`src/rtl/sequence_detector.sv`:
```
//-----------------------------------------------------------------------------
// Module      : sequence_detector
// Description : Serial pattern detector. Shifts in one bit per qualified clock,
//               pulses match for one cycle whenever the last PAT_LEN sampled
//               bits equal PATTERN, and keeps a saturating match count.
//               Build option: define SEQ_DET_OVERLAP_EN for overlapping
//               detection; leave it undefined for non-overlapping detection.
// Revision    : 1.0 - initial release
//-----------------------------------------------------------------------------
`default_nettype none

module sequence_detector #(
   parameter int                 PAT_LEN = 4,
   parameter logic [PAT_LEN-1:0] PATTERN = 4'b1011,
   parameter int                 CNT_W   = 8
) (
   input  logic             clk,
   input  logic             rstn,
   input  logic             in_valid,
   input  logic             din,
   input  logic             clr,
   output logic             match,
   output logic [CNT_W-1:0] match_cnt,
   output logic             armed
);

   // fill counts 0..PAT_LEN inclusive
   localparam int FILL_W = $clog2(PAT_LEN + 1);
   localparam logic [FILL_W-1:0] FILL_FULL = FILL_W'(PAT_LEN);
   localparam logic [CNT_W-1:0]  CNT_MAX   = {CNT_W{1'b1}};

   typedef enum logic {
      ST_FILL = 1'b0,
      ST_HUNT = 1'b1
   } state_t;

   state_t             state, state_d;
   logic [PAT_LEN-1:0] hist, hist_d, next_hist;
   logic [FILL_W-1:0]  fill, fill_d, fill_inc;
   logic [CNT_W-1:0]   cnt_d;
   logic               match_d;
   logic               hit;

   // State register; reset and clr both return the detector to FILL
   always_ff @(posedge clk or negedge rstn) begin
      if (!rstn) begin
         state <= ST_FILL;
      end else begin
         state <= state_d;
      end
   end

   // Datapath registers: history, fill level, match pulse and counter
   always_ff @(posedge clk or negedge rstn) begin
      if (!rstn) begin
         hist      <= '0;
         fill      <= '0;
         match     <= 1'b0;
         match_cnt <= '0;
      end else begin
         hist      <= hist_d;
         fill      <= fill_d;
         match     <= match_d;
         match_cnt <= cnt_d;
      end
   end

   // Next-state, shift, compare and count logic (defaults hold everything)
   always_comb begin
      next_hist = {hist[PAT_LEN-2:0], din};
      fill_inc  = (fill == FILL_FULL) ? fill : fill + FILL_W'(1);
      // fill must reach PAT_LEN so reset zeros never count as real samples
      hit       = in_valid && (next_hist == PATTERN) && (fill_inc == FILL_FULL);

      state_d = state;
      hist_d  = hist;
      fill_d  = fill;
      cnt_d   = match_cnt;
      match_d = 1'b0;

      if (clr) begin
         // clr wins over a coincident sample, which is dropped uncounted
         state_d = ST_FILL;
         hist_d  = '0;
         fill_d  = '0;
         cnt_d   = '0;
      end else if (in_valid) begin
         hist_d  = next_hist;
         fill_d  = fill_inc;
         match_d = hit;
         if (hit && (match_cnt != CNT_MAX)) begin
            cnt_d = match_cnt + CNT_W'(1);
         end

         case (state)
            ST_FILL: begin
               if (fill_inc == FILL_FULL) begin
                  state_d = ST_HUNT;
               end
            end
            ST_HUNT: begin
               state_d = ST_HUNT;
            end
            default: begin
               state_d = ST_FILL;
            end
         endcase

`ifdef SEQ_DET_OVERLAP_EN
         // history is kept so the tail of one match can start the next
`else
         // the next match must be built from PAT_LEN fresh bits
         if (hit) begin
            fill_d  = '0;
            state_d = ST_FILL;
         end
`endif
      end
   end

   assign armed = (state == ST_HUNT);

endmodule

`default_nettype wire

```
`config.mk`:
```
export PLATFORM = sky130hd
export DESIGN_NAME = sequence_detector
export DESIGN_NICKNAME = d
export VERILOG_FILES = /design/src/rtl/sequence_detector.sv
export SDC_FILE = /design/constraint.sdc
export NUM_CORES = 1
export LEC_CHECK = 0
export BUFFER_PORTS_ARGS = -buffer_cell sky130_fd_sc_hd__buf_4
export CELL_PAD_IN_SITES_DETAIL_PLACEMENT = 0
export CELL_PAD_IN_SITES_GLOBAL_PLACEMENT = 2
export CORE_UTILIZATION = 34
export CTS_CLUSTER_DIAMETER = 50
export CTS_CLUSTER_SIZE = 25
export DETAILED_ROUTE_END_ITERATION = 7
export MAX_ROUTING_LAYER = met4
export PLACE_DENSITY_LB_ADDON = 0.1
export REMOVE_ABC_BUFFERS = 1
export SLEW_MARGIN = 20
export SYNTH_ARGS = -nofsm -noshare
export SYNTH_HDL_FRONTEND = slang
export SYNTH_SLANG_ARGS = --single-unit
```
`constraint.sdc`:
```
create_clock -name clk -period 2.8 [get_ports clk]
set_input_delay 0.28 -clock clk [delete_from_list [all_inputs] [get_ports clk]]
set_output_delay 0.28 -clock clk [all_outputs]
set_load 0.03 [all_outputs]
```
**Word-level counts from Yosys, hierarchy flattened**

Index checks and enable logic that the tools add are counted.

- Logic and storage cells: 34
- Bits of input ports: 5
- Output and inout bits: 10
- Register bits after elaboration: 16

- Bitwise logic cells: 1
- Reduce and logical (&&, ||, !) cells: 6
- Equal/unequal tests: 4
- Add/sub/neg operators: 2
- Mux-type cells: 16

Operators by type and width:

| kind | number |
|---|---|
| 8-bit two-way mux | 3 |
| 3-bit two-way mux | 6 |
| 8-bit by 1-bit adder with 8-bit output, second input constant | 1 |
| 8-bit != test, second input constant | 1 |
| 3-bit equality test, second input constant | 2 |
| 1-bit two-way mux | 6 |
| 4-bit equality test, second input constant | 1 |
| 2-bit nonzero test | 2 |
| 3-bit by 1-bit adder with 3-bit output, second input constant | 1 |
| 1-bit logical AND | 3 |
| 1-bit one-hot mux with 2 select lines | 1 |
| 2-bit AND reduction | 1 |
| 1-bit inverter | 1 |

**Depth between registers and ports, before layout**

- Depth in word-level cells: 8
- Mapped depth: 8
- Gate-level depth less buffers: 7

**Worst setup path before layout**

No wires, ideal clock.

- Path type: reg-to-reg
- From: reg fill[0]
- To: reg match_cnt[3]
- Stages on the path, launching flop included: 8
- Data arrival time: 2041 ps
- Required time: 2672 ps
- Setup time: 128 ps
- Period minus slack after synthesis: 2169 ps
- Buffers on the path: 0
- Slack: 631 ps
- Path through: dfrtp_1 inv_1 ha_1 or3b_1 a211o_4 a21oi_4 nand4_1 mux2_1

- Word-level cells in the longest chain between the ends: 7
- Elaborated cells on any way between the ends: 8
- Those cells by class: 1 x add/sub; 2 x eq/ne; 1 x mux; 4 x reduce/logical

Ends and longest elaborated chain:

| item | line | source |
|---|---|---|
| from (decl) | 39 | `logic [FILL_W-1:0] fill, fill_d, fill_inc;` |
| from (signal assigned) | 62 | `fill <= fill_d;` |
| 3-bit by 1-bit adder with 3-bit output / 3-bit equality test (equally long branches) | 71 | `fill_inc = (fill == FILL_FULL) ? fill : fill + FILL_W'(1);` |
| 3-bit two-way mux (*) | 71 |  |
| 3-bit equality test (*) | 73 | `hit = in_valid && (next_hist == PATTERN) && (fill_inc == FILL_FULL);` |
| 1-bit logical AND (*) | 73 |  |
| 1-bit logical AND (*) | 91 | `if (hit && (match_cnt != CNT_MAX)) begin` |
| 2-bit nonzero test (no source line) (*) | n/a |  |
| 2-bit AND reduction (no source line) (*) | n/a |  |
| to (signal assigned) | 64 | `match_cnt <= cnt_d;` |
| to (decl) | 23 | `output logic [CNT_W-1:0] match_cnt,` |

Mark *: on every way between the ends. The rest lies on a longest branch, timed or not.
A chain may end at the register's enable or synchronous reset.

**Worst setup path after layout**

Same ends and word-level chain as after synthesis.

==> flow_metrics.tcl <==
set metrics [dict create \
    first_pass_iters 3 \
    ys_seq_elements 16 \
    vias 673 \
    grt-ovfl-total 0 \
    place.gp.congestion 0.740 \
    numCtsBuffers 3 \
    timing.fmax_mhz 434 \
    report.final.hold_viol_count 0 \
    dr.first_iter.drc_count 8 \
    worst_pin_slew_ns 0.294 \
    port-buffer-count 14 \
    cts-root-buf "clkbuf_4" \
    rrSetupSlack_ns 0.50 \
    final_cell_mix "16 x dfrtp_1, 14 x buf_4, 13 x nor2_1" \
    track_usage 0.151 \
    nets 113 \
    hold_start "din" \
    layout_commonest_cell "dfrtp_1" \
    required_ns 2.98 \
    numClockSinks 16 \
    h-tree-depth 1 \
    peakVddDrop_mv 0.265 \
    antenna_cells 0 \
    power_leakage_nw 0.464 \
    place_inst 129 \
    final_area_um2 1090 \
    hold_path_depth 3 \
    netlist_area_um2 932 \
    power_density_nw_per_um2 403 \
    final_cell_count_no_fill 134 \
    grt_pass1_vias 586 \
    setup_slack_ns 0.496 \
    layout-drive-gt1-share 0.260 \
    clk_latency_ns 0.29 \
    cp.arrival_ns 2.49 \
    io_pins 15 \
    avgRoutedWirePerCell_um 13.7 \
    setup_tns_ns 0 \
    cts_tree "built" \
    grt_pass1_wl_um 2910 \
    ys_seq_area_frac 0.430 \
    fin_skew_ns 0.00182 \
    antenna_found_initial 0 \
    endpoint_kind "flip-flop" \
    die_height_um 54.4 \
    status "completed" \
    min_to "hist[0]" \
    drc 0 \
    viasPerCell 5.02 \
    p_total_uw 437 \
    start_util 0.366 \
    maxCapViolCount 0 \
    hold_path_class "primary input to flip-flop" \
    areaGrowthSynthToFinish_pct 16.5 \
    cts.path.max_buffers 2 \
    period_needed_ns 2.30 \
    syn_inst 90 \
    worstPathMaxFanout 7 \
    critPathKind "flip-flop to flip-flop" \
    rows 18 \
    die_area_um2 2960 \
    finalCritPeriodShare 0.823 \
    rsz0062_at_grt "no" \
    core_area_um2 2540 \
    slew_headroom 0.803 \
    syn_area_per_cell_um2 10.4 \
    reg2reg_depth 7 \
    die_w_um 54.4 \
    cp-start-kind "flip-flop" \
    path_clk_slew_ns 0.10 \
    timing.rr.start "fill[0]" \
    reg2reg_to "match_cnt[3]" \
    antenna_left 0 \
    yosys_warnings 0 \
    setup_violations 0 \
    ys_types 33 \
    wl_um 1830 \
    drv_slew 0 \
    dpl-instance-area_um2 1040 \
    grt_max_degree 19 \
    dpl.hpwl_um 1260 \
    post-place-ws_ns 0.505 \
]
==> critical path: stages, from the launching register on <==
cell and delay (ns):
dfrtp_1 0.38, inv_1 0.09, ha_1 0.24, or3b_1 0.40, a211o_4 0.40, a21oi_4 0.23
nand4_1 0.13, mux2_1 0.33
==> report_power, final <==
group / internal, mW / total [mW] / switching [mW]
combinational: 0.0153 / 0.0386 / 0.0233
sequential: 0.236 / 0.240 / 0.00452
clock: 0.0792 / 0.159 / 0.0794
==> through the flow <==
step,util,hold WS (ns)
detailed placement,0.409,0.160
CTS,0.427,0.228
floorplan,-,-0.0156
global route,0.427,0.227
global placement,0.409,0.158
finish,0.427,0.235
==> per-layer routing <==
metal / track usage / vias to the layer above / wire length [µm]
met5: - / - / 0
met4: 0.0641 / 0 / 16
met3: 0.0333 / 2 / 55
met2: 0.207 / 13 / 797
met1: 0.211 / 320 / 963
li1: - / 338 / -
==> what timing repair did <==
item                                    4_1_cts  5_1_grt
endpoints found under the hold margin        16        0
resized for setup                             0        0
endpoints found under the setup margin        0        0
setup buffers                                 0        0
hold buffers                                  1        0
==> worst max-delay path by stage <==
stage                  from      endpoint  slack, ns  cells past startpoint
floorplan           fill[0]  match_cnt[3]       0.62                      7
global placement    fill[0]  match_cnt[3]       0.56                      7
detailed placement  fill[0]  match_cnt[3]       0.51                      7
CTS                 fill[0]  match_cnt[3]       0.49                      7
global route        fill[0]  match_cnt[3]       0.38                      7
finish              fill[0]  match_cnt[3]       0.50                      7
==> synth_stat cells <==
cell	instances	share of area
a2111oi_4	1	0.030
a211o_2	1	0.011
a211o_4	1	0.019
a211oi_1	3	0.024
a21oi_1	5	0.027
a21oi_4	1	0.017
a31o_2	1	0.0094
and2b_2	1	0.0094
and4_1	1	0.0094
and4b_1	1	0.011
buf_2	1	0.0054
buf_4	1	0.0081
buf_6	1	0.012
clkbuf_1	1	0.0040
clkbuf_4	1	0.0081
dfrtp_1	16	0.43
ha_1	3	0.040
inv_1	4	0.016
mux2_1	1	0.012
mux2i_1	4	0.043
nand2_1	7	0.028
nand2b_1	1	0.0067
nand3_1	4	0.021
nand4_1	3	0.020
nor2_1	13	0.052
nor2b_1	1	0.0067
nor3_1	1	0.0054
o211ai_4	1	0.023
o21bai_1	1	0.0081
or2b_2	1	0.0094
or3_2	1	0.0081
or3b_1	1	0.0094
xnor2_1	6	0.056
==> cells by family after synthesis <==
family / Yosys count / synth area share
XOR/XNOR: 6 / 0.0564
AO/OA/AOI/OAI: 15 / 0.168
adder cells (fa/ha/maj): 3 / 0.0403
buffers and inverters: 9 / 0.0537
AND/OR/NAND/NOR: 36 / 0.197
flip-flops: 16 / 0.430
multiplexers: 5 / 0.0550
==> flip-flops by register name (all words and copies together) (netlist names) <==
signal and count:
armed 1, match 1, fill 3, match_cnt 8, hist 3
==> final cells by class <==
type                       count  area, µm²
multi-input combinational     65        482
inverter                       4       15.0
tap                           30       37.5
timing repair buffer          15        115
sequential                    16        400
fill                         263       1460
clock buffer                   4       36.3
Note: power is estimated with default switching activity, not from simulation.
